File: src/rtl/wb_arb_pkg.sv
// -----------------------------------------------------------------------------
// wb_arb_pkg
//   Shared types and constants for the register-file write-port arbiter.
//   wb_src_e : identifies which source drove the current register-file write.
//   RF_ZERO  : architectural zero register; writes to it are discarded.
// -----------------------------------------------------------------------------
package wb_arb_pkg;

    typedef enum logic [1:0] {
        SRC_NONE = 2'd0,
        SRC_PIPE = 2'd1,
        SRC_LU   = 2'd2
    } wb_src_e;

    localparam logic [4:0] RF_ZERO = 5'd0;

endpackage : wb_arb_pkg

File: src/rtl/wb_arb_fifo.sv
// -----------------------------------------------------------------------------
// wb_arb_fifo
//   Small in-order FIFO holding long-latency results ({rd, data}) until the
//   register-file write port is free.
//   Ports:
//     clk, reset_n      clock / asynchronous active-low reset
//     push, push_data   enqueue request (ignored while full)
//     pop               dequeue request (ignored while empty)
//     full, empty       occupancy flags, from the registered count
//     count             number of valid entries
//     head              oldest entry (valid when !empty)
//   DEPTH must be a power of two so the pointers wrap by natural overflow.
// -----------------------------------------------------------------------------
module wb_arb_fifo #(
    parameter  int DEPTH = 2,
    parameter  int WIDTH = 37,
    localparam int PTR_W = (DEPTH > 1) ? $clog2(DEPTH) : 1,
    localparam int CNT_W = $clog2(DEPTH + 1)
) (
    input  logic             clk,
    input  logic             reset_n,
    input  logic             push,
    input  logic [WIDTH-1:0] push_data,
    input  logic             pop,
    output logic             full,
    output logic             empty,
    output logic [CNT_W-1:0] count,
    output logic [WIDTH-1:0] head
);

    localparam logic [CNT_W-1:0] DEPTH_C = CNT_W'(DEPTH);

    logic [WIDTH-1:0] mem_q [DEPTH];
    logic [PTR_W-1:0] wr_ptr_q, wr_ptr_d;
    logic [PTR_W-1:0] rd_ptr_q, rd_ptr_d;
    logic [CNT_W-1:0] count_q,  count_d;
    logic             push_ok, pop_ok;

    assign full  = (count_q == DEPTH_C);
    assign empty = (count_q == '0);
    assign count = count_q;
    assign head  = mem_q[rd_ptr_q];

    // NOTE: every signal assigned in an always_comb gets a default first, so no
    // path leaves it unassigned and no latch is inferred.
    always_comb begin
        push_ok  = push && !full;
        pop_ok   = pop && !empty;
        wr_ptr_d = wr_ptr_q;
        rd_ptr_d = rd_ptr_q;
        count_d  = count_q;
        if (push_ok) begin
            wr_ptr_d = wr_ptr_q + 1'b1;
        end
        if (pop_ok) begin
            rd_ptr_d = rd_ptr_q + 1'b1;
        end
        // Simultaneous push and pop leave the occupancy unchanged.
        case ({push_ok, pop_ok})
            2'b10:   count_d = count_q + 1'b1;
            2'b01:   count_d = count_q - 1'b1;
            default: count_d = count_q;
        endcase
    end

    // NOTE: sequential state is updated with non-blocking assignments so every
    // flop samples the pre-edge value of the others.
    always_ff @(posedge clk or negedge reset_n) begin
        if (!reset_n) begin
            wr_ptr_q <= '0;
            rd_ptr_q <= '0;
            count_q  <= '0;
        end else begin
            wr_ptr_q <= wr_ptr_d;
            rd_ptr_q <= rd_ptr_d;
            count_q  <= count_d;
        end
    end

    // NOTE: the storage array has no reset; clearing the pointers and count is
    // enough to discard its contents, and leaving it unreset keeps it mappable
    // to plain registers or RAM.
    always_ff @(posedge clk) begin
        if (push_ok) begin
            mem_q[wr_ptr_q] <= push_data;
        end
    end

endmodule : wb_arb_fifo

File: src/rtl/wb_port_arbiter.sv
// -----------------------------------------------------------------------------
// wb_port_arbiter
//   Shares the single register-file write port between the MEM/WB writeback
//   and a long-latency (mul/div) unit. Pipeline writes always win; long-latency
//   results queue in wb_arb_fifo and drain on cycles with no pipeline write.
//   Ports:
//     clk, reset_n                 clock / asynchronous active-low reset
//     wb_valid, wb_rd, wb_data     pipeline writeback request
//     lu_valid, lu_rd, lu_data     long-latency result, accepted when lu_ready
//     lu_ready                     FIFO not full (registered count only)
//     rf_we, rf_rd, rf_wdata       registered register-file write
//     rf_src                       wb_src_e of the current write
//     lu_pending                   FIFO non-empty, for the hazard unit
//     starve_stall                 bubble request when the head waits too long
//   Build option: WB_ARB_STARVE_EN enables the head-age counter and a
//   registered starve_stall; without it starve_stall is tied to 0.
// -----------------------------------------------------------------------------
module wb_port_arbiter
    import wb_arb_pkg::*;
#(
    parameter int XLEN     = 32,
    parameter int REG_AW   = 5,
    parameter int DEPTH    = 2,
    parameter int MAX_WAIT = 4
) (
    input  logic              clk,
    input  logic              reset_n,
    input  logic              wb_valid,
    input  logic [REG_AW-1:0] wb_rd,
    input  logic [XLEN-1:0]   wb_data,
    input  logic              lu_valid,
    input  logic [REG_AW-1:0] lu_rd,
    input  logic [XLEN-1:0]   lu_data,
    output logic              lu_ready,
    output logic              rf_we,
    output logic [REG_AW-1:0] rf_rd,
    output logic [XLEN-1:0]   rf_wdata,
    output logic [1:0]        rf_src,
    output logic              lu_pending,
    output logic              starve_stall
);

    localparam int                ENTRY_W = REG_AW + XLEN;
    localparam int                CNT_W   = $clog2(DEPTH + 1);
    localparam logic [REG_AW-1:0] ZERO_RD = REG_AW'(RF_ZERO);

    logic               fifo_full, fifo_empty;
    logic [CNT_W-1:0]   fifo_count;
    logic [ENTRY_W-1:0] fifo_head;
    logic [REG_AW-1:0]  head_rd;
    logic [XLEN-1:0]    head_data;

    logic pipe_win;
    logic lu_push;
    logic lu_pop;

    logic              rf_we_q,    rf_we_d;
    logic [REG_AW-1:0] rf_rd_q,    rf_rd_d;
    logic [XLEN-1:0]   rf_wdata_q, rf_wdata_d;
    wb_src_e           rf_src_q,   rf_src_d;

    assign {head_rd, head_data} = fifo_head;

    // lu_ready depends only on the registered count, so a full FIFO never
    // accepts a push even in a cycle where it also pops.
    assign lu_ready   = !fifo_full;
    assign lu_pending = (fifo_count != '0);

    wb_arb_fifo #(
        .DEPTH (DEPTH),
        .WIDTH (ENTRY_W)
    ) u_fifo (
        .clk       (clk),
        .reset_n   (reset_n),
        .push      (lu_push),
        .push_data ({lu_rd, lu_data}),
        .pop       (lu_pop),
        .full      (fifo_full),
        .empty     (fifo_empty),
        .count     (fifo_count),
        .head      (fifo_head)
    );

    always_comb begin
        pipe_win = wb_valid && (wb_rd != ZERO_RD);
        // A result for x0 completes its handshake but is never stored.
        lu_push  = lu_valid && lu_ready && (lu_rd != ZERO_RD);
        lu_pop   = !pipe_win && !fifo_empty;

        rf_we_d    = 1'b0;
        rf_rd_d    = rf_rd_q;
        rf_wdata_d = rf_wdata_q;
        rf_src_d   = SRC_NONE;
        if (pipe_win) begin
            rf_we_d    = 1'b1;
            rf_rd_d    = wb_rd;
            rf_wdata_d = wb_data;
            rf_src_d   = SRC_PIPE;
        end else if (lu_pop) begin
            rf_we_d    = 1'b1;
            rf_rd_d    = head_rd;
            rf_wdata_d = head_data;
            rf_src_d   = SRC_LU;
        end
    end

    always_ff @(posedge clk or negedge reset_n) begin
        if (!reset_n) begin
            rf_we_q    <= 1'b0;
            rf_rd_q    <= '0;
            rf_wdata_q <= '0;
            rf_src_q   <= SRC_NONE;
        end else begin
            rf_we_q    <= rf_we_d;
            rf_rd_q    <= rf_rd_d;
            rf_wdata_q <= rf_wdata_d;
            rf_src_q   <= rf_src_d;
        end
    end

    assign rf_we    = rf_we_q;
    assign rf_rd    = rf_rd_q;
    assign rf_wdata = rf_wdata_q;
    assign rf_src   = rf_src_q;

`ifdef WB_ARB_STARVE_EN
    localparam int               AGE_W   = $clog2(MAX_WAIT + 1);
    localparam logic [AGE_W-1:0] AGE_MAX = AGE_W'(MAX_WAIT);

    logic [AGE_W-1:0] age_q, age_d;
    logic             starve_q, starve_d;
    logic             nonempty_next;

    always_comb begin
        // Age of the current head: restarts whenever the head leaves or the
        // FIFO is empty, otherwise counts up and saturates.
        age_d = age_q;
        if (lu_pop || fifo_empty) begin
            age_d = '0;
        end else if (age_q != AGE_MAX) begin
            age_d = age_q + 1'b1;
        end
        nonempty_next = lu_push ||
                        !(fifo_empty || (lu_pop && (fifo_count == CNT_W'(1))));
        // Registered from next-state values so starve_stall always reflects the
        // age and occupancy visible in the same cycle; it drops right after the
        // head pops.
        starve_d = (age_d >= AGE_MAX) && nonempty_next;
    end

    always_ff @(posedge clk or negedge reset_n) begin
        if (!reset_n) begin
            age_q    <= '0;
            starve_q <= 1'b0;
        end else begin
            age_q    <= age_d;
            starve_q <= starve_d;
        end
    end

    assign starve_stall = starve_q;
`else
    // MAX_WAIT only sizes the age counter; it is referenced here so the
    // parameter remains part of the interface when the counter is absent.
    logic unused_max_wait;
    assign unused_max_wait = (MAX_WAIT > 0);
    assign starve_stall    = 1'b0;
`endif

endmodule : wb_port_arbiter

File: config.mk
export PLATFORM = sky130hd
export DESIGN_NAME = wb_port_arbiter
export DESIGN_NICKNAME = d
export VERILOG_FILES = /design/src/rtl/wb_arb_pkg.sv /design/src/rtl/wb_arb_fifo.sv /design/src/rtl/wb_port_arbiter.sv
export SDC_FILE = /design/constraint.sdc
export NUM_CORES = 1
export LEC_CHECK = 0
export ABC_AREA = 1
export CAP_MARGIN = 25
export CORE_MARGIN = 2
export CORE_UTILIZATION = 49
export DETAILED_ROUTE_END_ITERATION = 7
export PLACE_DENSITY = 0.83
export SYNTH_ARGS = -nofsm -noshare
export SYNTH_HDL_FRONTEND = slang
export SYNTH_SLANG_ARGS = --single-unit
File: constraint.sdc
create_clock -name clk -period 3.2 [get_ports clk]
set_input_delay 0.32 -clock clk [delete_from_list [all_inputs] [get_ports clk]]
set_output_delay 0.32 -clock clk [all_outputs]
set_load 0.01 [all_outputs]
==> results.json <==
{
  "clock_latency_ns": 0.51,
  "cts_tree": "done",
  "p_per_area_nw_per_um2": 893,
  "grt_pass1_wl_mm": 19.7,
  "reg2reg_to": "u_fifo.count[1]",
  "seq_area_frac_synth": 0.671,
  "tns_ns": 0,
  "grt_pass1_vias": 3890,
  "hp-class": "input pin to async pin",
  "finalWeightedCongestion": 0.788,
  "diodes": 0,
  "rsz0062_at_grt": "false",
  "finalHoldViolCount": 0,
  "crit_path_end_kind": "primary output",
  "start_util": 0.507,
  "cts_setup_buffers": 0,
  "yosysUniqueCellTypes": 23,
  "cts_buffers": 17,
  "syn_area_um2": 4950,
  "die_h_um": 105,
  "antenna_found_initial": 0,
  "clock_path_buffers": 2,
  "route.detailed.drc": 0,
  "period_share": 0.826,
  "coreArea_um2": 9770,
  "clock.fmax_ghz": 0.379,
  "die_area_um2": 10900,
  "synth_nets": 521,
  "area_growth_pct": 37.9,
  "num_vias": 3862,
  "avgSynthCellArea_um2": 11.2,
  "nNetsFinal": 637,
  "grt_overflow": 0,
  "worstPathArrival_ns": 2.32,
  "boundaryPins": 121,
  "tightest_slew_ns": 0.870,
  "power.leakage_nw": 2.78,
  "synthCells": 442,
  "root_buffer": "clkbuf_8",
  "outcome": "complete, no violations",
  "startpoint": "u_fifo.count[0]",
  "totalWireLength_mm": 12.5,
  "hpwlAfterDp_mm": 7.87,
  "drv_slew": 0,
  "slew_headroom": 0.420,
  "finalClockSkew_ns": 0.00690,
  "min_period_ns": 2.64,
  "r2r_start": "u_fifo.count[0]",
  "drt_iter0_drc": 280,
  "max-cap-violations": 0,
  "crit_type": "register to primary output",
  "ys_ff_latch": 118,
  "rows": 36,
  "vias_per_cell": 5.49,
  "setup_viol": 0,
  "layout-drive-gt1-share": 0.114,
  "reg2reg_slack_ns": 0.89,
  "required_ns": 2.88,
  "placed_cell_area_um2": 6190,
  "first_pass_iters": 5,
  "clk_pin_slew_ns": 0.06,
  "wire_per_inst_um": 17.7,
  "fillCellCount": 642,
  "die_w_um": 105,
  "whs_ns": 0.165,
  "synth_warnings": 0,
  "fin_area_um2": 6830,
  "grt_max_degree": 78,
  "cts_sinks": 118,
  "path_max_fanout": 21,
  "ir_drop_uv": 662,
  "reg2regPathDepth": 8,
  "cp-start-kind": "register",
  "grtUsageTotal": 0.235,
  "htree_levels": 4,
  "antenna_left": 0,
  "placement.io_buffers": 119
}
-- flip-flops by register name, summed over array words and instances (netlist names) --
name / count
rf_rd: 5
rf_src: 2
rf_wdata: 32
rf_we: 1
u_fifo.count: 2
u_fifo.mem_q: 74
u_fifo.rd_ptr_q: 1
u_fifo.wr_ptr_q: 1
-- worst max-delay path: stages, from the launching register on --
cell and delay (ns):
dfrtp_1 0.48, nor2_4 0.05, inv_1 0.61, clkdlybuf4s50_1 0.68
-- logic make-up (layout without fill, tap and decap cells) --
family / Yosys count / count (layout) / synth area share
other: 1 / 1 / 0.000757
flip-flops: 118 / 118 / 0.671
AND/OR/NAND/NOR: 278 / 278 / 0.274
XOR/XNOR: 2 / 2 / 0.00354
AO/OA/AOI/OAI: 2 / 2 / 0.00202
adder cells (fa/ha/maj): 1 / 1 / 0.00253
buffers and inverters: 40 / 169 / 0.0460
-- what timing repair did --
| action | CTS | global route |
|---|---|---|
| gates resized for setup | 0 | 0 |
| hold buffers | 0 | 1 |
| hold endpoints to repair | 0 | 44 |
-- worst max-delay path by stage --
stage	to	slack (ns)	depth (start not counted)
global route	lu_pending	0.50	3
detailed placement	u_fifo.mem_q[1][5]	0.86	6
global placement	u_fifo.mem_q[1][7]	0.97	6
floorplan	u_fifo.mem_q[1][0]	0.48	4
CTS	lu_pending	0.57	3
finish	lu_pending	0.56	3
-- cell type report --
class	instances	area (um^2)	share of cell area
repair buffers	129	1280	0.188
flip-flops and latches	118	3320	0.487
multi-input cells	284	1420	0.207
clock inverters	12	185	0.0271
clock buffers	20	425	0.0623
well taps	133	166	0.0244
inverters	8	30.0	0.00440
-- cells in the mapped netlist --
cell      instances  area [um^2]
buf_12            2         40.0
nand2_1         123          462
edfxtp_1         74         2220
o21ai_0           1         5.00
nand4_1           1         6.26
nand3_2          20          200
nor2_1            2         7.51
nor2_2            3         18.8
conb_1            1         3.75
inv_2             1         3.75
dfrtp_1          44         1100
buf_4             4         30.0
nand3_4           1         17.5
ha_1              1         12.5
nand3_1         126          631
nand2_4           1         11.3
clkbuf_1         10         37.5
buf_2            15         75.1
xnor2_1           2         17.5
buf_8             1         15.0
a21oi_1           1         5.00
nor3_1            1         5.00
inv_1             7         26.3
-- cells in the final DEF (no fill, tap or decap) --
| master | count |
|---|---|
| bufinv_16 | 5 |
| clkbuf_8 | 1 |
| nand2_1 | 123 |
| a21oi_1 | 1 |
| clkinv_2 | 4 |
| buf_2 | 2 |
| inv_2 | 1 |
| nand3_4 | 1 |
| nand3_2 | 20 |
| clkinv_1 | 2 |
| clkinvlp_4 | 1 |
| nand3_1 | 126 |
| buf_4 | 7 |
| nor2_2 | 2 |
| nor3_1 | 1 |
| clkbuf_1 | 3 |
| clkdlybuf4s50_1 | 117 |
| nor2_4 | 2 |
| xnor2_1 | 2 |
| o21ai_0 | 1 |
| clkbuf_16 | 16 |
| conb_1 | 1 |
| ha_1 | 1 |
| inv_1 | 7 |
| dfrtp_1 | 44 |
| nand4_1 | 1 |
| nand2_4 | 1 |
| buf_12 | 2 |
| nor2_1 | 1 |
| dlygate4sd3_1 | 1 |
| edfxtp_1 | 74 |
-- layer usage --
layer | vias to the layer above | global-route usage | wire [um]
met5 | - | 0 | 0
met3 | 24 | 0.0717 | 1030
met2 | 194 | 0.383 | 6280
li1 | 1765 | - | -
met1 | 1879 | 0.293 | 4840
met4 | 0 | 0.0975 | 300
-- through the flow --
step	std cells	util	power, W	setup WS [ns]
2_1_floorplan	442	-	0.00331	0.481
5_1_grt	704	0.699	0.00640	0.497
4_1_cts	702	0.696	0.00611	0.570
6_report	704	0.699	0.00610	0.558
3_3_place_gp	670	0.633	0.00406	0.970
3_5_place_dp	670	0.633	0.00413	0.860
-- where the power goes --
| part | switching (W) | internal [W] | leakage [nW] |
|---|---|---|---|
| Clock | 0.000629 | 0.00133 | 0.297 |
| Combinational | 0.00110 | 0.000766 | 1.27 |
| Sequential | 0.000195 | 0.00208 | 1.22 |
| Total | 0.00192 | 0.00418 | 2.78 |
(Power assumes the default switching activity.)
